[config.mk]
export PLATFORM = sky130hd
export DESIGN_NAME = alu_mc
export DESIGN_NICKNAME = d
export VERILOG_FILES = /design/src/rtl/alu_mc.sv
export SDC_FILE = /design/constraint.sdc
export NUM_CORES = 1
export LEC_CHECK = 0
export BUFFER_PORTS_ARGS = -buffer_cell sky130_fd_sc_hd__buf_2
export CAP_MARGIN = 20
export CELL_PAD_IN_SITES_DETAIL_PLACEMENT = 0
export CELL_PAD_IN_SITES_GLOBAL_PLACEMENT = 2
export CORE_ASPECT_RATIO = 1.4
export CORE_MARGIN = 4
export CORE_UTILIZATION = 34
export DETAILED_ROUTE_END_ITERATION = 6
export PLACE_DENSITY = 0.79
export REMOVE_ABC_BUFFERS = 1
export SETUP_SLACK_MARGIN = 0.5
export SLEW_MARGIN = 20
export SYNTH_ARGS = -nofsm -noshare
export SYNTH_HDL_FRONTEND = slang
export SYNTH_SLANG_ARGS = --single-unit
[constraint.sdc]
create_clock -name clk -period 1.8 [get_ports clk]
set_input_delay 0.09 -clock clk [delete_from_list [all_inputs] [get_ports clk]]
set_output_delay 0.09 -clock clk [all_outputs]
set_load 0.005 [all_outputs]
[src/rtl/alu_mc.sv]
// Multi-cycle ALU with status flags; sequential shift-add multiplier built only when ALU_MUL_EN is defined.
// Latency: one cycle for all non-MUL opcodes, WIDTH+1 cycles from acceptance to result for MUL.
// Backpressure: result and flags hold while out_valid & !out_ready; in_ready = idle | (done & out_ready).
module alu_mc #(
  parameter int WIDTH = 16
) (
  input  logic             clk,
  input  logic             rst,
  input  logic             in_valid,
  output logic             in_ready,
  input  logic [3:0]       opcode,
  input  logic [WIDTH-1:0] a,
  input  logic [WIDTH-1:0] b,
  input  logic [WIDTH-1:0] immediate,
  output logic             out_valid,
  input  logic             out_ready,
  output logic [WIDTH-1:0] result,
  output logic             zero,
  output logic             negative,
  output logic             overflow,
  output logic             carry,
  output logic             illegal
);

  localparam int SW = $clog2(WIDTH);

  typedef enum logic [1:0] {
    IDLE = 2'd0,
`ifdef ALU_MUL_EN
    MUL  = 2'd2,
`endif
    DONE = 2'd1
  } state_t;

  state_t           state, state_n;
  logic             accept;
  logic             start_single;
  logic [WIDTH-1:0] op2;
  logic [WIDTH-1:0] c_res;
  logic             c_carry, c_ovf, c_ill;

  // ADDI/SUBI take the immediate as second operand; they are the only users of opcode[3] here
  assign op2 = opcode[3] ? immediate : b;

`ifdef ALU_MUL_EN
  logic                 is_mul;
  logic                 mul_last;
  logic                 msign;
  logic [SW-1:0]        cnt;
  logic [WIDTH-1:0]     mplr, mag_a, mag_b;
  logic [2*WIDTH-1:0]   mcand, acc, acc_nxt, prod;

  assign is_mul       = (opcode == 4'b1100);
  assign start_single = accept && !is_mul;
  // Magnitudes are unsigned, so the most negative operand maps to 2^(WIDTH-1) correctly
  assign mag_a        = a[WIDTH-1] ? -a : a;
  assign mag_b        = b[WIDTH-1] ? -b : b;
  assign acc_nxt      = acc + (mplr[0] ? mcand : '0);
  // Sign is applied to the final iteration's sum so the result registers on the last MUL cycle
  assign prod         = msign ? -acc_nxt : acc_nxt;
  assign mul_last     = &cnt;

  // Shift-add multiplier: latch magnitudes on accept, then one multiplier bit per cycle
  always_ff @(posedge clk or posedge rst) begin
    if (rst) begin
      mcand <= '0;
      mplr  <= '0;
      acc   <= '0;
      cnt   <= '0;
      msign <= 1'b0;
    end else if (accept && is_mul) begin
      mcand <= {{WIDTH{1'b0}}, mag_a};
      mplr  <= mag_b;
      acc   <= '0;
      cnt   <= '0;
      msign <= a[WIDTH-1] ^ b[WIDTH-1];
    end else if (state == MUL) begin
      acc   <= acc_nxt;
      mcand <= mcand << 1;
      mplr  <= mplr >> 1;
      cnt   <= cnt + 1'b1;
    end
  end
`else
  assign start_single = accept;
`endif

  // Single-cycle datapath: result, carry/borrow, overflow and illegal-opcode detection
  always_comb begin
    c_res   = '0;
    c_carry = 1'b0;
    c_ovf   = 1'b0;
    c_ill   = 1'b0;
    case (opcode)
      4'b0010, 4'b1010: begin
        {c_carry, c_res} = {1'b0, a} + {1'b0, op2};
        c_ovf = (a[WIDTH-1] == op2[WIDTH-1]) && (c_res[WIDTH-1] != a[WIDTH-1]);
      end
      4'b0011, 4'b1011: begin
        c_res   = a - op2;
        c_carry = (a < op2);
        c_ovf   = (a[WIDTH-1] != op2[WIDTH-1]) && (c_res[WIDTH-1] != a[WIDTH-1]);
      end
      4'b0100: c_res = a & b;
      4'b0101: c_res = a | b;
      4'b0110: c_res = a ^ b;
      4'b0111: c_res = a << b[SW-1:0];
      4'b1000: c_res = a >> b[SW-1:0];
      4'b1001: c_res = $unsigned($signed(a) >>> b[SW-1:0]);
      4'b1101: c_res = {{(WIDTH-1){1'b0}}, ($signed(a) < $signed(b))};
      default: c_ill = 1'b1;
    endcase
  end

  // State register
  always_ff @(posedge clk or posedge rst) begin
    if (rst) state <= IDLE;
    else     state <= state_n;
  end

  // Next state and handshake; in_ready passes out_ready through combinationally in DONE
  always_comb begin
    in_ready  = (state == IDLE) || ((state == DONE) && out_ready);
    out_valid = (state == DONE);
    accept    = in_valid && in_ready;
    state_n   = state;
    case (state)
      IDLE, DONE: begin
        if (accept) begin
          state_n = DONE;
`ifdef ALU_MUL_EN
          if (is_mul) state_n = MUL;
`endif
        end else if ((state == DONE) && out_ready) begin
          state_n = IDLE;
        end
      end
`ifdef ALU_MUL_EN
      MUL: if (mul_last) state_n = DONE;
`endif
      default: state_n = IDLE;
    endcase
  end

  // Result and flag registers: loaded on single-cycle accept or at multiplier completion, held otherwise
  always_ff @(posedge clk or posedge rst) begin
    if (rst) begin
      result   <= '0;
      zero     <= 1'b0;
      negative <= 1'b0;
      overflow <= 1'b0;
      carry    <= 1'b0;
      illegal  <= 1'b0;
    end else if (start_single) begin
      result   <= c_res;
      zero     <= (c_res == '0);
      negative <= c_res[WIDTH-1];
      overflow <= c_ovf;
      carry    <= c_carry;
      illegal  <= c_ill;
    end
`ifdef ALU_MUL_EN
    else if ((state == MUL) && mul_last) begin
      result   <= prod[WIDTH-1:0];
      zero     <= (prod[WIDTH-1:0] == '0);
      negative <= prod[WIDTH-1];
      overflow <= (prod[2*WIDTH-1:WIDTH] != {WIDTH{prod[WIDTH-1]}});
      carry    <= 1'b0;
      illegal  <= 1'b0;
    end
`endif
  end

endmodule

### After elaboration in Yosys (flattened, before gate mapping)

Cells that the tools add are included.

| storage, ports and cells | value |
|---|---|
| register bits after elaboration | 23 |
| input port bits | 56 |
| output and inout port bits | 23 |
| logic and storage cells | 53 |

| operators by class | value |
|---|---|
| $add $sub $neg | 2 |
| magnitude comparators | 2 |
| equality and inequality tests | 17 |
| shift operators | 3 |
| mux-type cells | 8 |
| bitwise logic cells | 3 |
| reduce and logical (&&, ||, !) cells | 11 |

Operators by type and width:

| cell | count |
|---|---|
| case mux 16 bit (9 select lines) | 1 |
| less-than comparator 16 bit | 2 |
| equality test 4 bit, second input constant | 5 |
| adder 16 x 16 -> 17 bit | 1 |
| AND 16 bit | 1 |
| equality test 4 x 3 -> 1 bit, second input constant | 4 |
| zero test 16 bit | 1 |
| 2-to-1 mux 16 bit | 1 |
| bitwise OR 16 bit | 1 |
| left shift 16 x 4 -> 16 bit | 1 |
| >> shifter 16 x 4 -> 16 bit | 1 |
| >>> shifter 16 x 4 -> 16 bit | 1 |
| subtractor 16 bit | 1 |
| XOR 16 bit | 1 |
| OR reduction 11 bit | 1 |
| equality test 4 x 2 -> 1 bit, second input constant | 2 |
| 2-to-1 mux 2 bit | 3 |
| OR reduction 2 bit | 3 |
| logical AND 1 bit | 4 |
| case mux 1 bit (2 select lines) | 2 |
| != test 1 bit | 3 |
| != test 3 bit, second input constant | 1 |
| equality test 2 x 1 -> 1 bit, second input constant | 1 |
| zero test 2 bit | 1 |
| 3 further kinds | 3 |

### Depth between registers and ports, before layout

| depth | value |
|---|---|
| depth after elaboration | 6 |
| mapped depth | 17 |
| gate-level depth less buffers | 14 |

### Worst setup path after synthesis

OpenSTA, ideal clock, no wires.

| timing path | value |
|---|---|
| kind | in2reg |
| start | input port b[0] |
| end | register zero |
| setup time | 92 ps |
| arrival | 3336 ps |
| required time | 1708 ps |
| path slack | -1628 ps |
| cell stages on the path | 16 |
| path buffers | 3 |
| cells stage by stage | buf_2 -> inv_1 -> buf_2 -> buf_1 -> o21ai_0 -> ha_1 -> fa_1 -> nand2b_1 -> a21o_1 -> a31oi_1 -> a2111o_1 -> o211ai_1 -> a2111o_1 -> a2111oi_2 -> nand4_1 -> o31ai_2 |

| on the way | value |
|---|---|
| longest elaborated chain between the ends | 4 |
| elaborated cells between the ends (all ways) | 12 |
| classes of those cells | 2 x add/sub; 1 x order compare; 3 x shift; 2 x mux; 3 x bitwise; 1 x reduce/logical |

RTL lines:

| what | line | text |
|---|---|---|
| start, declared | 13 | `input logic [WIDTH-1:0] b,` |
| 2-to-1 mux 16 bit | 43 | `assign op2 = opcode[3] ? immediate : b;` |
| subtractor 16 bit / adder 16 x 16 -> 17 bit (equally long branches) | 100, 96 |  |
| case mux 16 bit (9 select lines) (*) | 94 | `case (opcode)` |
| zero test 16 bit (*) | 156 | `zero <= (c_res == '0);` |
| end signal, assigned | 156 |  |
| end, declared | 18 | `output logic zero,` |

Mark *: on every way between the ends. The rest lies on a longest branch, timed or not.
A chain may end at the register's enable or synchronous reset.

### Final worst setup path

| timing path | value |
|---|---|
| start | input port opcode[3] |
| end | register zero |

| on the way | value |
|---|---|
| longest elaborated chain between the ends | 4 |
| elaborated cells between the ends (all ways) | 18 |
| classes of those cells | 2 x add/sub; 11 x eq/ne; 2 x mux; 3 x reduce/logical |

RTL lines:

| what | line | text |
|---|---|---|
| start, declared | 11 | `input logic [3:0] opcode,` |
| 2-to-1 mux 16 bit, or another cell as far along | 43 |  |
| subtractor 16 bit, or another cell as far along | 100 | `c_res = a - op2;` |
| case mux 16 bit (9 select lines) (*) | 94 |  |
| zero test 16 bit (*) | 156 |  |

Marks and branches as above.

==> run_summary.xml <==
<?xml version="1.0" encoding="UTF-8"?>
<metrics>
  <group name="run_status">
    <metric name="outcome" unit="">complete, but fails checks</metric>
    <metric name="violations" unit="">negative setup slack</metric>
  </group>
  <group name="sta">
    <metric name="report.final.slew_viol_count" unit="">0</metric>
    <metric name="finalCritPeriodShare" unit="%">151.7</metric>
    <metric name="fin_crit" unit="ps">2731</metric>
    <metric name="fmax" unit="GHz">0.3662</metric>
    <metric name="totalNegativeSetupSlack" unit="ps">-9669</metric>
    <metric name="worst_case_clock_skew" unit="ps">0.8859</metric>
    <metric name="relative_max_transition_margin" unit="%">48.72</metric>
    <metric name="final_critical_path_setup_slack" unit="ps">-930.5</metric>
    <metric name="unrepaired_setup_endpoints_after_global_routing" unit="">true</metric>
    <metric name="setup-violations-final" unit="">19</metric>
    <metric name="final_hold_violation_count" unit="">0</metric>
    <metric name="worst-slew-pin-transition" unit="ps">768.4</metric>
  </group>
  <group name="critical_path">
    <metric name="cp-end-kind" unit="">register</metric>
    <metric name="critical_path.slowest_cell" unit="">sky130_fd_sc_hd__or3_1</metric>
    <metric name="critical_path_required" unit="ps">1970</metric>
    <metric name="crit_arrival" unit="ps">2900</metric>
    <metric name="cp_cell_sequence" unit="">buf_12 &gt; buf_8 &gt; o21a_4 &gt; ha_4 &gt; o211a_1 &gt; a221o_1 &gt; a21o_1 &gt; a221o_1 &gt; a31o_1 &gt; or3_1 &gt; a31oi_1 &gt; nand4_1 &gt; o31ai_2</metric>
    <metric name="rr_worst_depth" unit="">9</metric>
    <metric name="critical_path.reg2reg.endpoint" unit="">zero</metric>
    <metric name="worst-path-max-fanout" unit="">5</metric>
    <metric name="launching_element_type_of_the_critical_path" unit="">input port</metric>
    <metric name="slowest_delay" unit="ps">360</metric>
    <metric name="cpMostUsedCell" unit="">sky130_fd_sc_hd__a221o_1</metric>
    <metric name="rrSetupSlack" unit="ps">70</metric>
    <metric name="rr_startpoint" unit="">state[0]</metric>
    <metric name="path_class" unit="">input port to register</metric>
  </group>
  <group name="clock_tree">
    <metric name="cts.path.max_buffers" unit="">2</metric>
    <metric name="clock_sinks" unit="">21</metric>
    <metric name="cts-root-buf" unit="">sky130_fd_sc_hd__clkbuf_16</metric>
    <metric name="cts_max_level" unit="">1</metric>
    <metric name="tritoncts.num_buffers" unit="">3</metric>
    <metric name="tritoncts" unit="">done</metric>
    <metric name="clk_pin_slew_worst_paths" unit="ps">50</metric>
    <metric name="clock_latency" unit="ps">250</metric>
  </group>
  <group name="finish">
    <metric name="diodes" unit="">0</metric>
    <metric name="fin_nets" unit="">1210</metric>
    <metric name="n_fill_cell" unit="">1476</metric>
    <metric name="final_common_cell" unit="">sky130_fd_sc_hd__buf_4</metric>
    <metric name="layout_common_cells" unit="">254 x sky130_fd_sc_hd__buf_4, 76 x sky130_fd_sc_hd__buf_2, 66 x sky130_fd_sc_hd__ha_1</metric>
    <metric name="layout_area_overhead" unit="%">69.09</metric>
    <metric name="final_layout_size_suffix_gt1_share" unit="%">50.80</metric>
  </group>
  <group name="pwr">
    <metric name="vdd.ir_drop.worst" unit="mV">0.7523</metric>
    <metric name="p_leak" unit="nW">4.526</metric>
    <metric name="power.density" unit="nW/um2">437.9</metric>
    <metric name="total_power" unit="mW">4.110</metric>
  </group>
  <group name="synthesis">
    <metric name="netlist_instances" unit="">745</metric>
    <metric name="ys_dominant_reg_cell" unit="">sky130_fd_sc_hd__dfrtp_1</metric>
    <metric name="synth-seq-cells" unit="">21</metric>
    <metric name="netlist_area" unit="um2">5550</metric>
    <metric name="async_reset_ff_share" unit="%">100.0</metric>
    <metric name="syn-mean-instance-area" unit="um2">7.450</metric>
    <metric name="synth_edf_count" unit="">0</metric>
    <metric name="netlist-cell-type-count" unit="">74</metric>
    <metric name="synth-seq-area-share" unit="%">9.468</metric>
    <metric name="yosys_warnings" unit="">0</metric>
  </group>
  <group name="floorplanning">
    <metric name="num_rows" unit="">55</metric>
    <metric name="fp.dieArea" unit="um2">18460</metric>
    <metric name="initial_core_utilization" unit="%">34.47</metric>
    <metric name="dieWidth" unit="um">116.0</metric>
    <metric name="placeableCoreArea" unit="um2">16100</metric>
    <metric name="ioPinCount" unit="">79</metric>
    <metric name="fp.dieH" unit="um">159.2</metric>
  </group>
  <group name="global_routing">
    <metric name="globalRouteTotalUtil" unit="%">25.62</metric>
    <metric name="globalRouteOverflowTotal" unit="">0</metric>
    <metric name="first_pass_grt_wire_length" unit="um">37780</metric>
    <metric name="number_of_antenna_violations_at_the_first_check_in_global_routing" unit="">0</metric>
    <metric name="largest_net_degree_at_the_start_of_global_routing" unit="">31</metric>
    <metric name="via_count_of_the_first_global_routing_pass" unit="">7181</metric>
  </group>
  <group name="placement">
    <metric name="detailed_place_hpwl" unit="um">19870</metric>
    <metric name="gpl.final_weighted_congestion" unit="">0.9277</metric>
    <metric name="port-buffer-count" unit="">78</metric>
  </group>
  <group name="run">
    <metric name="drv.max_cap_violation_count" unit="">0</metric>
  </group>
  <group name="detailed_routing">
    <metric name="first_pass_iters" unit="">5</metric>
    <metric name="detailedRoute.firstIterationViolations" unit="">379</metric>
    <metric name="detailroute.via_count" unit="">6964</metric>
    <metric name="wl_per_cell" unit="um">19.37</metric>
    <metric name="drt_drc_violations_left" unit="">0</metric>
    <metric name="drt-vias-per-instance" unit="">5.492</metric>
    <metric name="route.antenna.remaining_nets" unit="">0</metric>
    <metric name="drt_wl_total" unit="um">24570</metric>
  </group>
  <group name="worst_hold_path">
    <metric name="hold_path_endpoint" unit="">state[0]</metric>
    <metric name="timing.hold.worst.start" unit="">in_valid</metric>
    <metric name="min_delay_path_depth" unit="">2</metric>
    <metric name="hold_path_class" unit="">input port to register</metric>
  </group>
</metrics>
kinds of logic (layout without fill, tap and decap cells):
logic type	after synthesis	count (layout)	share of synthesized area (%)
AO/OA/AOI/OAI	243	243	29.42
XOR/XNOR	10	10	1.578
adder cells (fa/ha/maj)	84	84	19.21
buffers and inverters	116	440	8.498
flip-flops	21	21	9.468
multiplexers	63	63	14.29
AND/OR/NAND/NOR	208	208	17.54
power breakdown:
part	internal, mW	total, mW	switching (mW)
Combinational	1.57	3.07	1.50
Sequential	0.540	0.572	0.0314
Clock	0.302	0.468	0.166
worst max-delay path by stage:
stage	slack, ps	cells after the start	to	startpoint
6_report	-930	13	zero	opcode[3]
5_1_grt	-1030	13	zero	opcode[3]
4_1_cts	-870	14	zero	opcode[3]
3_5_place_dp	-1460	13	zero	opcode[3]
3_3_place_gp	-1460	13	zero	opcode[3]
2_1_floorplan	-1300	13	zero	b[0]
flip-flops by register name (all words and copies together), names as in the netlist:
name      flops
result       16
carry         1
illegal       1
overflow      1
state         1
zero          1
per-stage QoR:
step	setup WS (ps)	instance area (um2)	util, %	instances	hold WS, ps
global route	-1032	9385	58.28	1268	108.4
CTS	-873.7	8708	54.08	1248	85.26
detailed placement	-1460	7829	48.62	1214	273.2
floorplan	-1302	5330	-	696	66.53
global placement	-1460	7829	48.62	1214	255.2
finish	-930.5	9385	58.28	1268	85.77
critical path: cells and delay by family:
family                     cells  cell delay, ps
adders and majority gates      1             240
and+or+nand+nor                2             490
AOI/OAI and AO/OA              8            1830
buffers and inverters          2             250
area by class of cell:
| type | count | area (um2) | area share [%] |
|---|---|---|---|
| multi-input cells | 608 | 5446 | 58.03 |
| repair buffers | 369 | 2829 | 30.14 |
| flip-flops and latches | 21 | 525.5 | 5.599 |
| inverters | 67 | 256.5 | 2.733 |
| well taps | 199 | 249.0 | 2.653 |
| clock buffers | 4 | 78.83 | 0.8399 |
repair_timing:
action | in CTS | in global routing
pin swaps | 63 | 43
endpoints found under the hold margin | 2 | 0
gates resized for setup | 147 | 117
cloned | 1 | 0
buffers inserted | 28 | 20
endpoints found under the setup margin | 20 | 20
hold buffers | 1 | 0
layer usage:
layer / global-route usage [%] / part of all wire [%]
met1: 30.71 / 40
met2: 47.22 / 53
met3: 1.407 / 3.7
met4: 9.024 / 3.8
met5: 0 / 0
cells in the mapped netlist (all sizes together), types with 5 or more instances:
| cell | instances | area [um2] |
|---|---|---|
| clkbuf | 28 | 105.1 |
| o21a | 16 | 120.1 |
| o21bai | 5 | 37.54 |
| mux2 | 14 | 161.4 |
| xnor2 | 8 | 70.07 |
| a21oi | 54 | 270.3 |
| a221oi | 5 | 43.79 |
| nand3 | 18 | 90.09 |
| a22o | 5 | 43.79 |
| ha | 82 | 1026 |
| nand2b | 17 | 106.4 |
| mux4 | 10 | 229.0 |
| o22ai | 11 | 68.82 |
| o31ai | 5 | 42.54 |
| o2111ai | 6 | 52.55 |
| a21o | 9 | 67.56 |
| mux2i | 39 | 402.9 |
| nor2b | 8 | 50.05 |
| nand4 | 5 | 31.28 |
| nor4 | 7 | 43.79 |
| a211oi | 10 | 75.07 |
| dfrtp | 21 | 525.5 |
| a31oi | 9 | 56.30 |
| nor3 | 13 | 65.06 |
| buf | 21 | 115.1 |
| o21ai | 53 | 265.3 |
| nor2 | 51 | 191.4 |
| inv | 66 | 247.7 |
| nand2 | 72 | 270.3 |
| o211ai | 11 | 82.58 |
| a22oi | 5 | 37.54 |
(Power assumes the default switching activity.)
